## src/rtl/hazard_pkg.sv

```systemverilog
// Shared definitions for the pipeline hazard controller: FSM state encoding,
// the hard-wired zero register index and the stall down-counter width.
package hazard_pkg;

  typedef enum logic {
    HZ_IDLE  = 1'b0,
    HZ_STALL = 1'b1
  } hz_state_e;

  // Register $0 reads as zero, so it never carries a dependency.
  localparam int unsigned REG_ZERO = 0;

  // Wide enough for stall lengths up to 15.
  localparam int unsigned HZ_CNT_W = 4;

endpackage

```

## src/rtl/hazard_stats.sv

```systemverilog
// Optional performance counters for hazard_unit: cycles spent stalling and
// cycles spent flushing. Both counters wrap naturally at 2^32.
module hazard_stats (
  input  logic        clock,
  input  logic        reset_n,
  input  logic        stallCycle,
  input  logic        flushCycle,
  output logic [31:0] stall_cycles,
  output logic [31:0] flush_count
);

  logic [31:0] stall_q, stall_d;
  logic [31:0] flush_q, flush_d;

  // Next-state increments.
  always_comb begin
    stall_d = stall_q;
    flush_d = flush_q;
    if (stallCycle) stall_d = stall_q + 32'd1;
    if (flushCycle) flush_d = flush_q + 32'd1;
  end

  // Counter registers, cleared by reset.
  always_ff @(posedge clock or negedge reset_n) begin
    if (!reset_n) begin
      stall_q <= '0;
      flush_q <= '0;
    end else begin
      stall_q <= stall_d;
      flush_q <= flush_d;
    end
  end

  assign stall_cycles = stall_q;
  assign flush_count  = flush_q;

endmodule

```

## src/rtl/hazard_unit.sv

```systemverilog
// Pipeline hazard controller for the five-stage core. Detects load-use
// dependencies between EX and ID, stretches the stall to LOAD_STALL_CYCLES
// bubbles, and lets taken branches resolved in MEM override any stall.
// Define HAZARD_UNIT_STATS_EN to add the stall_cycles / flush_count outputs.
module hazard_unit
  import hazard_pkg::*;
#(
  parameter int unsigned LOAD_STALL_CYCLES = 1,
  parameter int unsigned REG_AW            = 5
) (
  input  logic              clock,
  input  logic              reset_n,
  input  logic [REG_AW-1:0] id_rs,
  input  logic [REG_AW-1:0] id_rt,
  input  logic              id_uses_rt,
  input  logic              ex_MemRead,
  input  logic [REG_AW-1:0] ex_rt,
  input  logic              mem_branch_taken,
  output logic              hazardMux,
  output logic              PCWrite,
  output logic              IFIDWrite,
  output logic              IFIDFlush,
  output logic              EXFlush
`ifdef HAZARD_UNIT_STATS_EN
  ,
  output logic [31:0]       stall_cycles,
  output logic [31:0]       flush_count
`endif
);

  localparam logic [REG_AW-1:0]   RegZero   = REG_AW'(REG_ZERO);
  localparam logic [HZ_CNT_W-1:0] StallLoad = HZ_CNT_W'(LOAD_STALL_CYCLES - 1);
  localparam bit                  MultiStall = (LOAD_STALL_CYCLES > 1);

  hz_state_e           state_q, state_d;
  logic [HZ_CNT_W-1:0] cnt_q, cnt_d;

  logic loadUse;
  logic flush;
  logic stallActive;
  logic stallRule;
  logic flushRule;

  // Load-use detection; rt only matters when the ID instruction reads it.
  always_comb begin
    loadUse = ex_MemRead && (ex_rt != RegZero) &&
              ((ex_rt == id_rs) || (id_uses_rt && (ex_rt == id_rt)));
  end

  assign flush       = mem_branch_taken;
  // Once in STALL the length is fixed, so load_use is not consulted there.
  assign stallActive = (state_q == HZ_STALL) || loadUse;
  assign flushRule   = reset_n && flush;
  assign stallRule   = reset_n && !flush && stallActive;

  // Next-state logic: flush wins, otherwise count down the fixed stall.
  always_comb begin
    state_d = state_q;
    cnt_d   = cnt_q;
    if (flush) begin
      state_d = HZ_IDLE;
      cnt_d   = '0;
    end else begin
      unique case (state_q)
        HZ_IDLE: begin
          if (loadUse && MultiStall) begin
            state_d = HZ_STALL;
            cnt_d   = StallLoad;
          end
        end
        HZ_STALL: begin
          // cnt of 0 is unreachable; treat it like the last cycle for safety.
          if (cnt_q <= HZ_CNT_W'(1)) begin
            state_d = HZ_IDLE;
            cnt_d   = '0;
          end else begin
            cnt_d = cnt_q - HZ_CNT_W'(1);
          end
        end
        default: begin
          state_d = HZ_IDLE;
          cnt_d   = '0;
        end
      endcase
    end
  end

  // State and counter registers.
  always_ff @(posedge clock or negedge reset_n) begin
    if (!reset_n) begin
      state_q <= HZ_IDLE;
      cnt_q   <= '0;
    end else begin
      state_q <= state_d;
      cnt_q   <= cnt_d;
    end
  end

  // Output decode in priority order: reset, flush, stall, normal.
  always_comb begin
    hazardMux = 1'b0;
    PCWrite   = 1'b1;
    IFIDWrite = 1'b1;
    IFIDFlush = 1'b0;
    EXFlush   = 1'b0;
    if (!reset_n) begin
      // Hold the front end and bubble ID/EX while reset is asserted.
      hazardMux = 1'b1;
      PCWrite   = 1'b0;
      IFIDWrite = 1'b0;
    end else if (flush) begin
      hazardMux = 1'b1;
      IFIDFlush = 1'b1;
      EXFlush   = 1'b1;
    end else if (stallActive) begin
      hazardMux = 1'b1;
      PCWrite   = 1'b0;
      IFIDWrite = 1'b0;
    end
  end

`ifdef HAZARD_UNIT_STATS_EN
  hazard_stats u_stats (
    .clock        (clock),
    .reset_n      (reset_n),
    .stallCycle   (stallRule),
    .flushCycle   (flushRule),
    .stall_cycles (stall_cycles),
    .flush_count  (flush_count)
  );
`else
  // Rule strobes only feed the optional counters.
  logic unusedRules;
  assign unusedRules = stallRule ^ flushRule;
`endif

endmodule

```

## config.mk

```make
export PLATFORM = sky130hd
export DESIGN_NAME = hazard_unit
export DESIGN_NICKNAME = d
export VERILOG_FILES = /design/src/rtl/hazard_pkg.sv /design/src/rtl/hazard_stats.sv /design/src/rtl/hazard_unit.sv
export SDC_FILE = /design/constraint.sdc
export NUM_CORES = 1
export LEC_CHECK = 0
export CAP_MARGIN = 40
export CORE_AREA = 2 2 39 41
export DETAILED_ROUTE_END_ITERATION = 16
export DIE_AREA = 0 0 41 43
export GPL_TIMING_DRIVEN = 0
export PLACE_DENSITY = 0.69
export SYNTH_ARGS = -nofsm -noshare
export SYNTH_HDL_FRONTEND = slang
export SYNTH_HIERARCHICAL = 1
export SYNTH_SLANG_ARGS = --single-unit
```

## constraint.sdc

```tcl
create_clock -name clock -period 3.8 [get_ports clock]
set_input_delay 0.76 -clock clock [delete_from_list [all_inputs] [get_ports clock]]
set_output_delay 0.76 -clock clock [all_outputs]
set_load 0.01 [all_outputs]
```

==> flow_metrics.env <==
export IMPL_hp_start="cnt_q[1]$_DFFE_PN0P_"
export IMPL_grt_util_met1_pct=14.1
export IMPL_antenna_found_initial=0
export IMPL_crit_reg2reg_launch="cnt_q[0]$_DFFE_PN0P_"
export IMPL_synth_simple_area_share_pct=19.4
export IMPL_outcome="complete, no violations"
export IMPL_cp_slowest_cell="or4_1"
export IMPL_multiInputGateArea_um2=264
export IMPL_worst_slack_ns=0.227
export IMPL_yosys_top_cells_count="xor2_1 (9), dfrtp_1 (5), nand2_1 (5)"
export IMPL_cts_buffer_depth=2
export IMPL_dp_hpwl_um=780
export IMPL_drcViolationCount=0
export IMPL_max_freq_mhz=280
export IMPL_netlist_area_um2=419
export IMPL_ys_types=22
export IMPL_area_growth_pct=68.4
export IMPL_rr_endpoint="cnt_q[3]$_DFFE_PN0P_"
export IMPL_syn_nets=70
export IMPL_reg2regPathDepth=6
export IMPL_rsz0062_at_grt="false"
export IMPL_met3_usage_pct=4.71
export IMPL_synth_area_leaders="dfrtp_1 (30%), xor2_1 (19%), ha_1 (6.0%), nand2_1 (4.5%), o21ai_0 (3.6%)"
export IMPL_synthAdderAreaFrac_pct=5.97
export IMPL_critPathLaunch="ex_rt[1]"
export IMPL_final_util_pct=51.0
export IMPL_synth_compound_area_share_pct=16.7
export IMPL_grt_max_degree=9
export IMPL_r2r_slack_ns=2.13
export IMPL_portBuffers=24
export IMPL_yosys_area_top_type="dfrtp_1"
export IMPL_yosysMostFrequentCell="xor2_1"
export IMPL_path_class="input pin to output pin"
export IMPL_ys_warn_count=6
export IMPL_antenna_cells=0
export IMPL_fin_crit_ns=3.57
export IMPL_critPathMaxFanout=3
export IMPL_maxSlewViolCount=0
export IMPL_critPathRequiredTime_ns=3.04
export IMPL_grt_util_met2_pct=20.9
export IMPL_vias=448
export IMPL_cpMostUsedCell="clkdlybuf4s50_1"
export IMPL_cts_tree="yes"
export IMPL_p_per_area_nw_per_um2=231
export IMPL_yosysTopAreaCellShare_pct=29.9
export IMPL_globalRouteTotalUtil_pct=12.6
export IMPL_cts_made_buffers=3
export IMPL_die_x_um=41
export IMPL_synth_edff_count=0
export IMPL_cp_slowest_stage_delay_ns=0.54
export IMPL_hold_viol=0
export IMPL_worstPathCellList="clkdlybuf4s50_1 > or4_1 > o21ai_0 > o311a_1 > buf_4 > clkdlybuf4s50_1"
export IMPL_synth_seq_cells=5
export IMPL_synth_xor_area_share_pct=20.9
export IMPL_clkTransAtPathRegs_ns=0.04
export IMPL_holdPathStages=2
export IMPL_clk_latency_ns=0.24
export IMPL_clock_sinks=5
export IMPL_vias_per_cell=4.87
export IMPL_hold_class="register to register"
export IMPL_row_count=14
export IMPL_cp_arrival_ns=2.81
export IMPL_synth_area_mux_share_pct=0
export IMPL_final_nets=99
export IMPL_placed_cell_area_um2=679
export IMPL_postCtsSetupBuffers=0
export IMPL_dieArea_um2=1760
export IMPL_gp_congestion=0.690
export IMPL_drtAntennaViolNets=0
export IMPL_worstSetupEndpointType="output pin"
export IMPL_initial_core_util_pct=30.3
export IMPL_wire_per_inst_um=10.1
export IMPL_route_final_wire_length_um=930
export IMPL_busiest_layer="met2"
export IMPL_synthCells=48
export IMPL_hold_ws_ns=0.540
export IMPL_overflow=0
export IMPL_place_ws_ns=0.215
export IMPL_drv_cap=0
export IMPL_seqCellArea_um2=125
export IMPL_fin_tns_setup_ns=0
export IMPL_vdd_drop_max_uv=113
export IMPL_grt_pass1_vias=420
export IMPL_worstMarginPinSlew_ns=0.497
export IMPL_dr_pass1_iters=4
export IMPL_ys_flop_type="dfrtp_1"
export IMPL_die_h_um=43
export IMPL_synth_top_family_by_area="XOR/XNOR gates"
export IMPL_ioPinCount=25
export IMPL_core_um2=1380
export IMPL_clockRootBuffer="clkbuf_4"
export IMPL_finalClockSkew_ns=0.00308
export IMPL_grt_first_pass_wirelength_um=1540
export IMPL_maxSlewHeadroom_pct=66.3
export IMPL_min_to="cnt_q[1]$_DFFE_PN0P_"
export IMPL_fill_cells=155
export IMPL_leakagePower_nw=0.294
export IMPL_cts_max_level=1
export IMPL_async_reset_ff_share_pct=100
export IMPL_final_cell_area_um2=706
export IMPL_hold_buffers=0
export IMPL_layout_drive_gt1_share_pct=7.89
export IMPL_timing_final_crit_share_pct=94.0
export IMPL_seq_area_frac_synth_pct=29.9
export IMPL_avgSynthCellArea_um2=8.73
export IMPL_ctsResizeCount=0
export IMPL_start_kind="input pin"
export IMPL_drt_initial_drc_count=10
export IMPL_setup_violations_final=0
## state kept, by name, indices dropped and copies added (netlist names)
signal   flops
state_q      1
cnt_q        4
## how the worst max path moves through the flow
stage / end / slack [ns] / cells after the start
6_report: PCWrite / 0.23 / 6
5_1_grt: PCWrite / 0.12 / 6
4_1_cts: PCWrite / 0.21 / 6
3_5_place_dp: PCWrite / 0.22 / 6
3_3_place_gp: PCWrite / 0.22 / 6
2_1_floorplan: PCWrite / 1.20 / 5
## metal layers
layer / routed length (um) / part of all wire, %
met1: 374 / 40
met2: 476 / 51
met3: 79 / 8.5
met4: 0 / 0
met5: 0 / 0
## final cells by class
class,count,share of cell area (%)
tap,16,2.84
multi-input combinational,37,37.4
buffer,2,2.13
sequential,5,17.7
timing repair buffer,24,34.0
inverter,4,2.13
clock buffer,4,3.72
## kinds of logic after synthesis
kind of cell             count (synthesis)
AO/OA/AOI/OAI                           10
buffers and inverters                    6
AND/OR/NAND/NOR                         15
flip-flops                               5
XOR/XNOR                                10
adder cells (fa/ha/maj)                  2
## layout by cell type (no fill, tap or decap), drive strengths merged
master,Yosys,final
clkbuf,0,4
o22ai,1,1
xnor2,1,1
and2,1,1
xor2,9,9
nor3,2,2
nor2,3,3
or4,1,1
clkdlybuf4s50,0,24
a21oi,1,1
nand4b,1,1
o311ai,1,1
ha,2,2
dfrtp,5,5
o211ai,1,1
a32oi,1,1
buf,2,2
a22o,1,1
nor4,2,2
o311a,1,1
inv,4,4
nand2,5,5
o21ai,3,3
## critical path, delay by kind of cell
family | cells | cell delay [ns]
buf+inv | 3 | 1.08
simple gates | 1 | 0.54
compound gates | 2 | 0.43
## metrics by stage
stage               cells  total power, mW
floorplan              48           0.0704
global placement       88            0.102
detailed placement     88            0.102
CTS                    92            0.167
global route           92            0.173
finish                 92            0.163
## power breakdown
part / internal, mW / leakage [nW] / switching [mW] / total (mW)
logic: 0.0306 / 0.209 / 0.0165 / 0.0470
registers: 0.0534 / 0.0699 / 0.0000000000000000300 / 0.0534
clock network: 0.0397 / 0.0150 / 0.0226 / 0.0624
total: 0.124 / 0.294 / 0.0391 / 0.163
(Power assumes the default switching activity.)
